--- config.mk ---
export PLATFORM = sky130hd
export DESIGN_NAME = pipeline_stage
export DESIGN_NICKNAME = d
export VERILOG_FILES = /design/src/rtl/pipeline_stage.sv
export SDC_FILE = /design/constraint.sdc
export NUM_CORES = 1
export LEC_CHECK = 0
export CORE_MARGIN = 2
export CORE_UTILIZATION = 35
export CTS_CLUSTER_DIAMETER = 80
export DETAILED_ROUTE_END_ITERATION = 10
export GPL_TIMING_DRIVEN = 0
export HOLD_SLACK_MARGIN = 0.08
export SKIP_CTS_REPAIR_TIMING = 1
export SLEW_MARGIN = 10
export SYNTH_ARGS = -nofsm -noshare
export SYNTH_HDL_FRONTEND = slang
export SYNTH_SLANG_ARGS = --single-unit
--- constraint.sdc ---
create_clock -name clock -period 1.7 [get_ports clock]
set_input_delay 0.34 -clock clock [delete_from_list [all_inputs] [get_ports clock]]
set_output_delay 0.34 -clock clock [all_outputs]
set_load 0.03 [all_outputs]
--- src/rtl/pipeline_stage.sv ---
// Pipeline register stage with a two-entry skid buffer.
// The main entry drives the outputs. The skid entry catches one word when the
// main entry is stalled. This lets in_ready come from registered state only.
module pipeline_stage #(
    parameter int DATA_W   = 64,
    parameter int NUM_DATA = 4,
    parameter int CTRL_W   = 9,
    parameter int REG_W    = 5
) (
    input  logic                         clock,
    input  logic                         reset,
    input  logic                         flush,
    input  logic                         in_valid,
    output logic                         in_ready,
    input  logic [NUM_DATA*DATA_W-1:0]   data_in,
    input  logic [CTRL_W-1:0]            ctrl_in,
    input  logic [REG_W-1:0]             wreg_in,
    output logic                         out_valid,
    input  logic                         out_ready,
    output logic [NUM_DATA*DATA_W-1:0]   data_out,
    output logic [CTRL_W-1:0]            ctrl_out,
    output logic [REG_W-1:0]             wreg_out,
    output logic [1:0]                   occupancy
);

    localparam int DW = NUM_DATA * DATA_W;

    logic [DW-1:0]     main_data, skid_data;
    logic [CTRL_W-1:0] main_ctrl, skid_ctrl;
    logic [REG_W-1:0]  main_wreg, skid_wreg;
    logic              main_valid, skid_valid;
    logic              accept, drain;

    // Handshake qualifiers; in_ready depends only on the skid flag and reset.
    always_comb begin
        in_ready = ~skid_valid & ~reset;
        accept   = in_valid & in_ready;
        drain    = main_valid & out_ready;
    end

    // Main and skid entry update.
    // An entry's ctrl is zeroed whenever the entry is invalidated. A bubble
    // therefore never carries stale control bits, and no output gating is needed.
    always_ff @(posedge clock) begin
        if (reset) begin
            main_data  <= '0;
            main_ctrl  <= '0;
            main_wreg  <= '0;
            main_valid <= 1'b0;
            skid_data  <= '0;
            skid_ctrl  <= '0;
            skid_wreg  <= '0;
            skid_valid <= 1'b0;
        end else if (flush) begin
            main_valid <= 1'b0;
            main_ctrl  <= '0;
            skid_valid <= 1'b0;
            skid_ctrl  <= '0;
        end else if (~main_valid | drain) begin
            if (skid_valid) begin
                main_data  <= skid_data;
                main_ctrl  <= skid_ctrl;
                main_wreg  <= skid_wreg;
                main_valid <= 1'b1;
                skid_valid <= 1'b0;
                skid_ctrl  <= '0;
            end else if (accept) begin
                main_data  <= data_in;
                main_ctrl  <= ctrl_in;
                main_wreg  <= wreg_in;
                main_valid <= 1'b1;
            end else begin
                main_valid <= 1'b0;
                main_ctrl  <= '0;
            end
        end else if (accept) begin
            skid_data  <= data_in;
            skid_ctrl  <= ctrl_in;
            skid_wreg  <= wreg_in;
            skid_valid <= 1'b1;
        end
    end

    // Registered outputs and fill level.
    always_comb begin
        out_valid = main_valid;
        data_out  = main_data;
        ctrl_out  = main_ctrl;
        wreg_out  = main_wreg;
        occupancy = {1'b0, main_valid} + {1'b0, skid_valid};
    end

endmodule

==> summary.md <==
| Metric | Value |
|---|---|
| Final worst slack | `-0.317 ns` |
| PwrDens | `roughly 880 nW/µm²` |
| GRT Max-Usage Layer | `met2` |
| Vias | `around 19000` |
| Multi-input logic area | `approximately 13000 µm²` |
| Yosys top cell by area | `dfxtp_1` |
| FP Rows | `97` |
| Area Overhead vs Synth | `38.2%` |
| Synth Register Bits | `542` |
| Most frequent CP cell | `buf_12` |
| Final Cycle Share | `119%` |
| Commonest non-fill, non-tap cells in the layout | `540 x dfxtp_1, 513 x nor2b_1, 446 x clkdlybuf4s50_1` |
| Critical Path RT | `approximately 1.4 ns` |
| Total grt overflow | `0` |
| Global-route wire length before repair | `roughly 120000 µm` |
| Clk sink count | `between 500 and 600` |
| RSZ-0062 raised after global routing | `yes` |
| Layout fillers | `6392` |
| Core area | `about 70000 µm²` |
| Post-DP HPWL | `59700 µm` |
| DIE WIDTH | `271 µm` |
| Register Area | `about 11000 µm²` |
| CP cell instances | `buf_8 > buf_12 > buf_12 > buf_12 > nor2_4 > buf_6` |
| Seq/Total Area, Yosys | `43.5%` |
| Tmin final | `between 2 and 2.5 ns` |
| Met3 usage | `approximately 6%` |
| CP endpoint kind | `output port` |
| Layout cells sized above 1 | `18.8%` |
| Initial antenna violation count | `20` |
| Layout Nets | `about 3300` |
| Drt pass-1 iters | `5` |
| Clock-pin slew on the worst setup and hold paths | `~0.060 ns` |
| Max Fclk | `just under 0.5 GHz` |
| Crit Path Class | `flop to output port` |
| I/O pin cnt | `between 500 and 600` |
| Leak pwr | `15.3 nW` |
| Vias in the first global route | `between 15000 and 20000` |
| Die Ht | `about 270 µm` |
| Min-delay worst type | `input pin to flop` |
| Crit path buf inv count | `5` |
| Post-Route WL | `78400 µm` |
| Post-route ant nets | `0` |
| Die area | `73300 µm²` |
| CTS Buf Count | `between 60 and 70` |
| Mean Syn Cell Area | `about 11 µm²` |
| Post-DP Area | `around 32000 µm²` |
| Met2 usage | `between 30% and 40%` |
| Clock latency on the worst-skew pair | `0.59 ns` |
| Top-area cell type share of the netlist area | `between 40% and 50%` |
| Residual DRC count | `0` |
| Endpoints failing hold | `0` |
| M1 GR Usage | `between 20% and 30%` |
| Syn_nets | `2638` |
| Worst setup SP type | `flop` |
| Post-route insts no fill | `~4000` |
| Final Cell Area | `between 30000 and 40000 µm²` |
| Placed insts | `roughly 3800` |
| Vias per cell | `4.74` |
| Clock root cell | `clkbuf_16` |
| Run status | `finished, violations left` |
| TNS Setup | `-87.98 ns` |
| Routed len/inst | `around 20 µm` |
| Largest net degree at the start of global routing | `13` |
| Library cells used by synthesis | `26` |
| DRT iter0 DRCs | `647` |
| Family with the most delay on the worst path | `buffers and inverters` |
| Critical path's largest stage delay | `between 0.3 and 0.4 ns` |
| Max_slew headroom | `about a third` |
| Peak VDD IR | `732 µV` |
| CTS tree | `yes` |
| CP max stage cell | `dfxtp_4` |
| Ranking of synthesized cells by area | `dfxtp_1 44%, mux2_2 14%, nor2b_1 13%, mux2i_1 11%, mux2_1 8.9%` |
| Maximum clock path buffer count | `3` |
| Clock Skew | `between 0.015 and 0.02 ns` |
| Total GRT Usage | `20.8%` |
| Gpl congestion | `roughly 0.82` |
| Slew Limit Fails | `0` |
| Worst Tran Pin Value | `between 0.9 and 1 ns` |
| Crit Path Max Fanout | `10` |
| Mapped Area | `24900 µm²` |
| MaxCap Viol Count | `0` |
| Commonest non-fill, non-tap cell in the layout | `dfxtp_1` |
| Final setup viols | `~430` |
| Syn. warnings | `0` |
| Starting density of the core | `35.5%` |
| Port bufs | `547` |
| CTS HTree Levels | `3` |
| Crit path arrival time | `roughly 1.7 ns` |
| Failing checks | `negative setup slack` |
| Mapped Cells | `~2400` |
cells in the mapped netlist:
library cell,count
nand3_1,18
mux2_2,313
nor2b_1,513
a21oi_1,1
mux2_1,198
a22o_1,9
ha_1,1
buf_4,33
a211oi_4,1
or2_2,1
a31oi_1,9
and3_1,1
nor4bb_1,1
clkbuf_1,83
nor3b_2,1
nand3_2,1
mux2i_1,272
nor2_1,263
buf_2,62
nand2b_1,23
buf_1,4
o211ai_2,1
inv_1,1
nor3_1,1
nand2_1,9
dfxtp_1,542
kinds of logic (layout without fill, tap and decap cells):
kind of cell,count (synthesis),in the layout,share of synthesized area [%]
adder cells (fa/ha/maj),1,1,0.0502
AND/OR/NAND/NOR,832,832,18.1
flip-flops,542,542,43.5
AO/OA/AOI/OAI,21,21,0.693
multiplexers,783,783,34.0
buffers and inverters,183,855,3.57
other,0,9,0
worst register-to-register path, stage by stage (launching register included):
cell     delay, ns
dfxtp_4       0.35
buf_8         0.13
nor3b_2       0.22
nand3_2       0.26
buf_4         0.31
buf_2         0.25
mux2_1        0.34
per-stage QoR:
stage	util, %	hold slack [ns]	setup WS, ns	total power [mW]
detailed placement	44.9	0.460	-1.32	16.6
global placement	44.9	0.458	-1.35	16.6
CTS	48.0	0.326	-1.60	30.6
floorplan	-	0.443	0.0776	15.0
global route	49.0	0.349	-0.394	31.3
finish	49.0	0.367	-0.317	30.2
registers in the layout (all words and copies together) (netlist names):
register and flops:
ctrl_out 9, data_out 256, out_valid 1, skid_ctrl 9, skid_data 256, skid_valid 1
skid_wreg 5, wreg_out 5
where the power goes:
part	internal (mW)	total (mW)	switching, mW
clock network	8.14	13.8	5.63
registers	13.0	13.1	0.137
logic	1.61	3.27	1.67
total	22.7	30.2	7.44
worst paths after layout:
| kind | from | to | cells past startpoint | slack (ns) |
|---|---|---|---|---|
| min | data_in[241] | skid_data[241] | 2 | 0.37 |
| max | skid_valid | in_ready | 6 | -0.32 |
| min reg2reg | skid_data[51] | skid_data[51] | 2 | 0.48 |
| max reg2reg | skid_valid | skid_data[179] | 6 | -0.28 |
final cells by class:
cell class,count,area share [%]
multi-input combinational,1637,38.4
sequential,542,31.5
timing repair buffer,555,16.7
clock buffer,101,5.80
buffer,182,3.67
tap,940,3.41
clock inverter,16,0.381
antenna,9,0.0654
inverter,1,0.0109
routing by layer:
metal / share of wire (%) / wire length (µm)
met1: 41 / 32500
met2: 49 / 38500
met3: 6.5 / 5070
met4: 2.9 / 2240
met5: 0.14 / 109
No activity file was read; power rests on OpenSTA's default activity.
